`config.mk`:
```
export PLATFORM = sky130hd
export DESIGN_NAME = e10_out_monitor
export DESIGN_NICKNAME = d
export VERILOG_FILES = /design/src/rtl/e10_mon_pkg.sv /design/src/rtl/e10_code_lookup.sv /design/src/rtl/e10_out_monitor.sv
export SDC_FILE = /design/constraint.sdc
export NUM_CORES = 1
export LEC_CHECK = 0
export ABC_AREA = 1
export CAP_MARGIN = 40
export CORE_UTILIZATION = 23
export CTS_BUF_LIST = sky130_fd_sc_hd__clkbuf_2 sky130_fd_sc_hd__clkbuf_4 sky130_fd_sc_hd__clkbuf_8
export DETAILED_ROUTE_END_ITERATION = 10
export SYNTH_ARGS = -nofsm -noshare
export SYNTH_HDL_FRONTEND = slang
export SYNTH_HIERARCHICAL = 1
export SYNTH_SLANG_ARGS = --single-unit
```
`constraint.sdc`:
```
create_clock -name clk -period 1.9 [get_ports clk]
set_input_delay 0.38 -clock clk [delete_from_list [all_inputs] [get_ports clk]]
set_output_delay 0.38 -clock clk [all_outputs]
set_load 0.01 [all_outputs]
```
`src/rtl/e10_mon_pkg.sv`:
```
// Shared types and constants for the e10 output monitor.
package e10_mon_pkg;

    // Monitor operating states.
    typedef enum logic [1:0] {
        StIdle  = 2'd0,
        StRun   = 2'd1,
        StAlarm = 2'd2
    } mon_state_e;

    localparam int unsigned NUM_CODES = 18;

    // code_idx value reported for a vector outside the legal table.
    localparam logic [4:0] ILLEGAL_IDX = 5'd31;

    // Bit positions within the cause vector.
    localparam int unsigned CAUSE_ILLEGAL = 0;
    localparam int unsigned CAUSE_STALL   = 1;
    localparam int unsigned CAUSE_TOGGLE  = 2;

    // Legal controller output vectors; bit n-1 carries y<n>.
    localparam logic [12:0] LEGAL_CODES [NUM_CODES] = '{
        13'h0000,  // 0:  {}
        13'h1100,  // 1:  y9 y13
        13'h0003,  // 2:  y1 y2
        13'h0110,  // 3:  y5 y9
        13'h0017,  // 4:  y1 y2 y3 y5
        13'h0440,  // 5:  y7 y11
        13'h0170,  // 6:  y5 y6 y7 y9
        13'h0140,  // 7:  y7 y9
        13'h0001,  // 8:  y1
        13'h000D,  // 9:  y1 y3 y4
        13'h0002,  // 10: y2
        13'h1010,  // 11: y5 y13
        13'h1000,  // 12: y13
        13'h1030,  // 13: y5 y6 y13
        13'h0A00,  // 14: y10 y12
        13'h0088,  // 15: y4 y8
        13'h1440,  // 16: y7 y11 y13
        13'h0200   // 17: y10
    };

endpackage

```
`src/rtl/e10_code_lookup.sv`:
```
// Combinational match of a controller output vector against the legal-code table.
module e10_code_lookup
    import e10_mon_pkg::*;
(
    input  logic [12:0] y_i,
    output logic        hit_o,
    output logic [4:0]  idx_o
);

    // Table entries are distinct, so at most one comparison can match.
    always_comb begin
        hit_o = 1'b0;
        idx_o = ILLEGAL_IDX;
        for (int i = 0; i < NUM_CODES; i++) begin
            if (y_i == LEGAL_CODES[i]) begin
                hit_o = 1'b1;
                idx_o = 5'(i);
            end
        end
    end

endmodule

```
`src/rtl/e10_out_monitor.sv`:
```
// Runtime monitor for the e10 controller outputs: legal-code, stall and toggle
// checks plus a per-window MISR signature.
module e10_out_monitor
    import e10_mon_pkg::*;
#(
    parameter int unsigned WIN_LEN   = 64,
    parameter int unsigned STALL_MAX = 16,
    parameter int unsigned TOG_MAX   = 48,
    parameter logic [15:0] SIG_SEED  = 16'hFFFF,
    parameter logic [15:0] SIG_POLY  = 16'h1021
) (
    input  logic        clk,
    input  logic        rst,
    input  logic        en,
    input  logic        clr,
    input  logic [12:0] y_in,
    output logic        alarm,
    output logic [2:0]  cause,
    output logic [4:0]  code_idx,
    output logic [15:0] signature,
    output logic        sig_valid,
    output logic        win_done
);

    localparam int unsigned CntW = $clog2(WIN_LEN + 1);
    localparam int unsigned RunW = $clog2(STALL_MAX + 1);

    localparam logic [CntW-1:0] WinLast = CntW'(WIN_LEN - 1);
    localparam logic [RunW-1:0] RunMax  = RunW'(STALL_MAX);

    mon_state_e      state_q;
    logic [15:0]     misr_q;
    logic [CntW-1:0] win_q;
    logic [CntW-1:0] tog_q;
    logic [RunW-1:0] run_q;
    logic [12:0]     prev_q;
    logic            alarm_q;
    logic [2:0]      cause_q;
    logic [4:0]      code_idx_q;
    logic [15:0]     signature_q;
    logic            sig_valid_q;
    logic            win_done_q;

    logic            hit;
    logic [4:0]      idx;
    logic [15:0]     misr_upd;
    logic [CntW-1:0] tog_upd;
    logic [RunW-1:0] run_upd;
    logic            changed;
    logic            win_last;
    logic [2:0]      det_cause;

    e10_code_lookup u_lookup (
        .y_i   (y_in),
        .hit_o (hit),
        .idx_o (idx)
    );

    // Per-sample updates and detection, evaluated as if this cycle is a RUN sample.
    always_comb begin
        misr_upd = {misr_q[14:0], 1'b0} ^ (misr_q[15] ? SIG_POLY : 16'h0000) ^ {3'b000, y_in};
        changed  = (y_in != prev_q);
        win_last = (win_q == WinLast);
        if (changed) begin
            run_upd = RunW'(1);
            tog_upd = (tog_q == '1) ? tog_q : tog_q + 1'b1;
        end else begin
            run_upd = (run_q >= RunMax) ? RunMax : run_q + 1'b1;
            tog_upd = tog_q;
        end
        det_cause                = '0;
        det_cause[CAUSE_ILLEGAL] = !hit;
        det_cause[CAUSE_STALL]   = (run_upd == RunMax) && (y_in != 13'h0000);
        det_cause[CAUSE_TOGGLE]  = 32'(tog_upd) > TOG_MAX;
    end

    // Monitor FSM with all counters and registered outputs; clr outranks every event.
    always_ff @(posedge clk or negedge rst) begin
        if (!rst) begin
            state_q     <= StIdle;
            misr_q      <= SIG_SEED;
            win_q       <= '0;
            tog_q       <= '0;
            run_q       <= '0;
            prev_q      <= '0;
            alarm_q     <= 1'b0;
            cause_q     <= '0;
            code_idx_q  <= '0;
            signature_q <= '0;
            sig_valid_q <= 1'b0;
            win_done_q  <= 1'b0;
        end else if (clr) begin
            state_q     <= StIdle;
            misr_q      <= SIG_SEED;
            win_q       <= '0;
            tog_q       <= '0;
            run_q       <= '0;
            prev_q      <= '0;
            alarm_q     <= 1'b0;
            cause_q     <= '0;
            signature_q <= '0;
            sig_valid_q <= 1'b0;
            win_done_q  <= 1'b0;
        end else begin
            win_done_q <= 1'b0;
            case (state_q)
                StIdle: begin
                    if (en) begin
                        state_q <= StRun;
                        misr_q  <= SIG_SEED;
                        win_q   <= '0;
                        tog_q   <= '0;
                        run_q   <= '0;
                    end
                end
                StRun: begin
                    if (!en) begin
                        // Partial window is dropped; counters restart on next entry.
                        state_q <= StIdle;
                    end else begin
                        code_idx_q <= idx;
                        prev_q     <= y_in;
                        run_q      <= run_upd;
                        if (win_last) begin
                            signature_q <= misr_upd;
                            sig_valid_q <= 1'b1;
                            win_done_q  <= 1'b1;
                            misr_q      <= SIG_SEED;
                            win_q       <= '0;
                            tog_q       <= '0;
                        end else begin
                            misr_q <= misr_upd;
                            win_q  <= win_q + 1'b1;
                            tog_q  <= tog_upd;
                        end
                        if (|det_cause) begin
                            alarm_q <= 1'b1;
                            cause_q <= cause_q | det_cause;
                            state_q <= StAlarm;
                        end
                    end
                end
                StAlarm: begin
                    // Everything frozen until clr.
                end
                default: state_q <= StIdle;
            endcase
        end
    end

    assign alarm     = alarm_q;
    assign cause     = cause_q;
    assign code_idx  = code_idx_q;
    assign signature = signature_q;
    assign sig_valid = sig_valid_q;
    assign win_done  = win_done_q;

endmodule

```
==> results of run 1 <==
## power breakdown
part	switching (uW)	leakage, uW	internal [uW]
combinational	331	0.00180	263
clock	646	0.000114	754
sequential	43.7	0.00100	1710
## final cells by class
cell class	count	area, um2	area share (%)
repair buffers	135	1190	19.1
inverters	90	345	5.54
clock buffers	10	131	2.11
well taps	260	325	5.22
flip-flops and latches	77	1950	31.2
clock inverters	6	87.6	1.40
multi-input cells	386	2210	35.4
## what timing repair did
action	4_1_cts	5_1_grt
hold endpoints to repair	20	0
setup endpoints to repair	6	14
hold buffers	1	0
buffers inserted	3	4
gates resized for setup	22	24
pin swaps	6	16
## critical path, stage by stage (launching register included)
cell,delay [ns]
dfrtp_1,0.42
ha_4,0.18
nand3_4,0.10
nor2_4,0.15
nand3_4,0.12
o21ai_2,0.16
nand2_1,0.07
nand2_2,0.08
inv_2,0.04
nor2_2,0.06
nand2_1,0.06
nand2_2,0.08
nand3_2,0.07
nand2_2,0.07
nand2_1,0.05
## registers in the layout (all words and copies together) (netlist names)
register	cells
run_q	5
alarm	1
sig_valid	1
cause	3
tog_q	7
win_q	7
prev_q	13
signature	16
state_q	2
misr_q	16
win_done	1
code_idx	5
## logic make-up after synthesis
group,after synthesis,synth area share (%)
and+or+nand+nor,283,32.1
buffers and inverters,102,8.87
AOI/OAI and AO/OA,79,10.3
DFF,77,43.7
xor gates and xnor gates,20,3.93
adders and majority gates,4,1.12
## stage by stage
stage | utilization, % | area (um2) | cells | hold WS [ns] | power, uW
5_1_grt | 33.1 | 6240 | 964 | 0.474 | 3920
6_report | 33.1 | 6240 | 964 | 0.464 | 3740
3_5_place_dp | 31.0 | 5840 | 940 | 0.361 | 2370
2_1_floorplan | - | 4460 | 565 | 0.0844 | 2020
4_1_cts | 32.6 | 6140 | 960 | 0.481 | 3790
3_3_place_gp | 31.0 | 5840 | 940 | 0.362 | 2360
## synth_stat cells, types with 10 or more instances
library cell	count
a21oi_1	10
o21ai_0	21
nor2_2	13
o21ai_1	18
xnor2_1	16
inv_1	67
nor2_1	44
nand2_1	121
dfstp_2	16
nor3_1	11
nand4_1	11
o22ai_1	15
inv_2	21
nand3_1	44
dfrtp_1	61
## how the worst max path moves through the flow
stage / endpoint / slack [ns] / depth (start not counted)
2_1_floorplan: state_q[1]$_DFFE_PN0P_ / 0.23 / 14
3_3_place_gp: alarm$_DFFE_PN0P_ / -0.63 / 13
3_5_place_dp: state_q[1]$_DFFE_PN0P_ / -0.57 / 13
4_1_cts: state_q[1]$_DFFE_PN0P_ / 0.003 / 15
5_1_grt: state_q[1]$_DFFE_PN0P_ / -0.04 / 14
6_report: alarm$_DFFE_PN0P_ / 0.10 / 14
## metal layers
metal | part of all wire [%] | vias up | track usage [%]
met5 | 0 | - | 0
li1 | - | 2094 | -
met2 | 46 | 65 | 20.4
met3 | 3.9 | 17 | 2.21
met4 | 1.8 | 0 | 4.69
met1 | 48 | 1924 | 17.6
==> metrics.txt, run 1 <==
pin count of the biggest net entering global routing 33; Hold Path Depth 4; critical path capture point type register; CP arrival 2.07 ns; Pwr Density 600 mW/mm2; vias in the first global route 4,016; Cells after Synth 565; RSZ-0062 raised after global routing yes; Slew Limit Fails 0; Rows 50; Synth area leader dfrtp_1; Post-layout nets 720; Hold Crit Class primary input to register; Critical Path Start Type register; GPL Wtd Cong 0.836; maximum vdd drop 296 uV; Die ar. 0.0199 mm2; Mapped Nets 586; clk slew on worst S/H paths 0.08 ns; Initial Util 23.7%; Setup violations, final 0; grt ovf 0; DRT Wirelength 12,000 um; setup slack after layout 0.101 ns; Layout area overhead 40.0%; first-pass GRT wire length 20,200 um; post-synthesis sequential area ratio 43.7%; synthesized area 0.00446 mm2; most common cell after layout, fill and taps aside nand2_1; Die Wd 141 um; Synth Area per Inst 7.89 um2; Yosys reg bits 77; Setup CP Type register to register; initial DRC count 176; clock latency on the worst-skew pair 0.37 ns; H-tree lvl count 3; clock buffer count from CTS 9; worst r2r src tog_q[0]$_DFFE_PN0P_; Port-buffer cells 43; Pre-antenna DRT Iters 4; clock tree buffer depth 2; chip height 141 um; Residual DRC 0; critical path fanouts, max 7; Via density 4.25; # Max-Cap Violations 0; global router's overall resource usage 12.9%; most frequent cells in the layout nand2_1, buf_4, inv_1; mean routed wirelength per cell 12.4 um; Req. time, crit path 2.17 ns; Hold Fails Final Rpt 0; Area contributors post-synth dfrtp_1, nand2_1, dfstp_2; Worst Reg-to-Reg Cells 14; Max Clk Rate 556 MHz; detailed-route via count 4,100; clk sinks 77; Async S/R FF share, synth 100%; r2r setup slk 0.10 ns; Ys Warns 6; Rel. slew slack 70.5%; post-synth top area share 34.3%; crit path from tog_q[0]$_DFFE_PN0P_; status finished clean; CTS tree built; Primary FF master, synth dfrtp_1; I/O Pins 44; Post-DRT Antenna Nets 0; Tightest Pin Transition 0.443 ns; Hold Crit Start y_in[4]; CTS root buffer clkbuf_8; initial antenna violation count 0; setup TNS 0 ns; Post-DP HPWL 9260 um; fin crit share 94.7%; LEAKAGE 0.00292 uW; Post-synth EDFFs 0; worst reg2reg path endpoint alarm$_DFFE_PN0P_; share of layout cells above drive strength 1 30.4%; Cell variety after synth 41; hold endpoint prev_q[4]$_DFFE_PN0P_; pre-CTS setup slack -0.569 ns; core area 0.0188 mm2; Worst Skew 0.00927 ns; min Tclk post-route 1.80 ns; fill cell total of the finished layout 1,999; # diodes 0
Note: power is estimated with default switching activity, not from simulation.
==> inputs of run 2 (changes only) <==
- HOLD_SLACK_MARGIN: default -> 0.08
- TNS_END_PERCENT: default -> 100
==> results of run 2 <==
No change in the layout: final DEF, timing and power equal those of run 1.
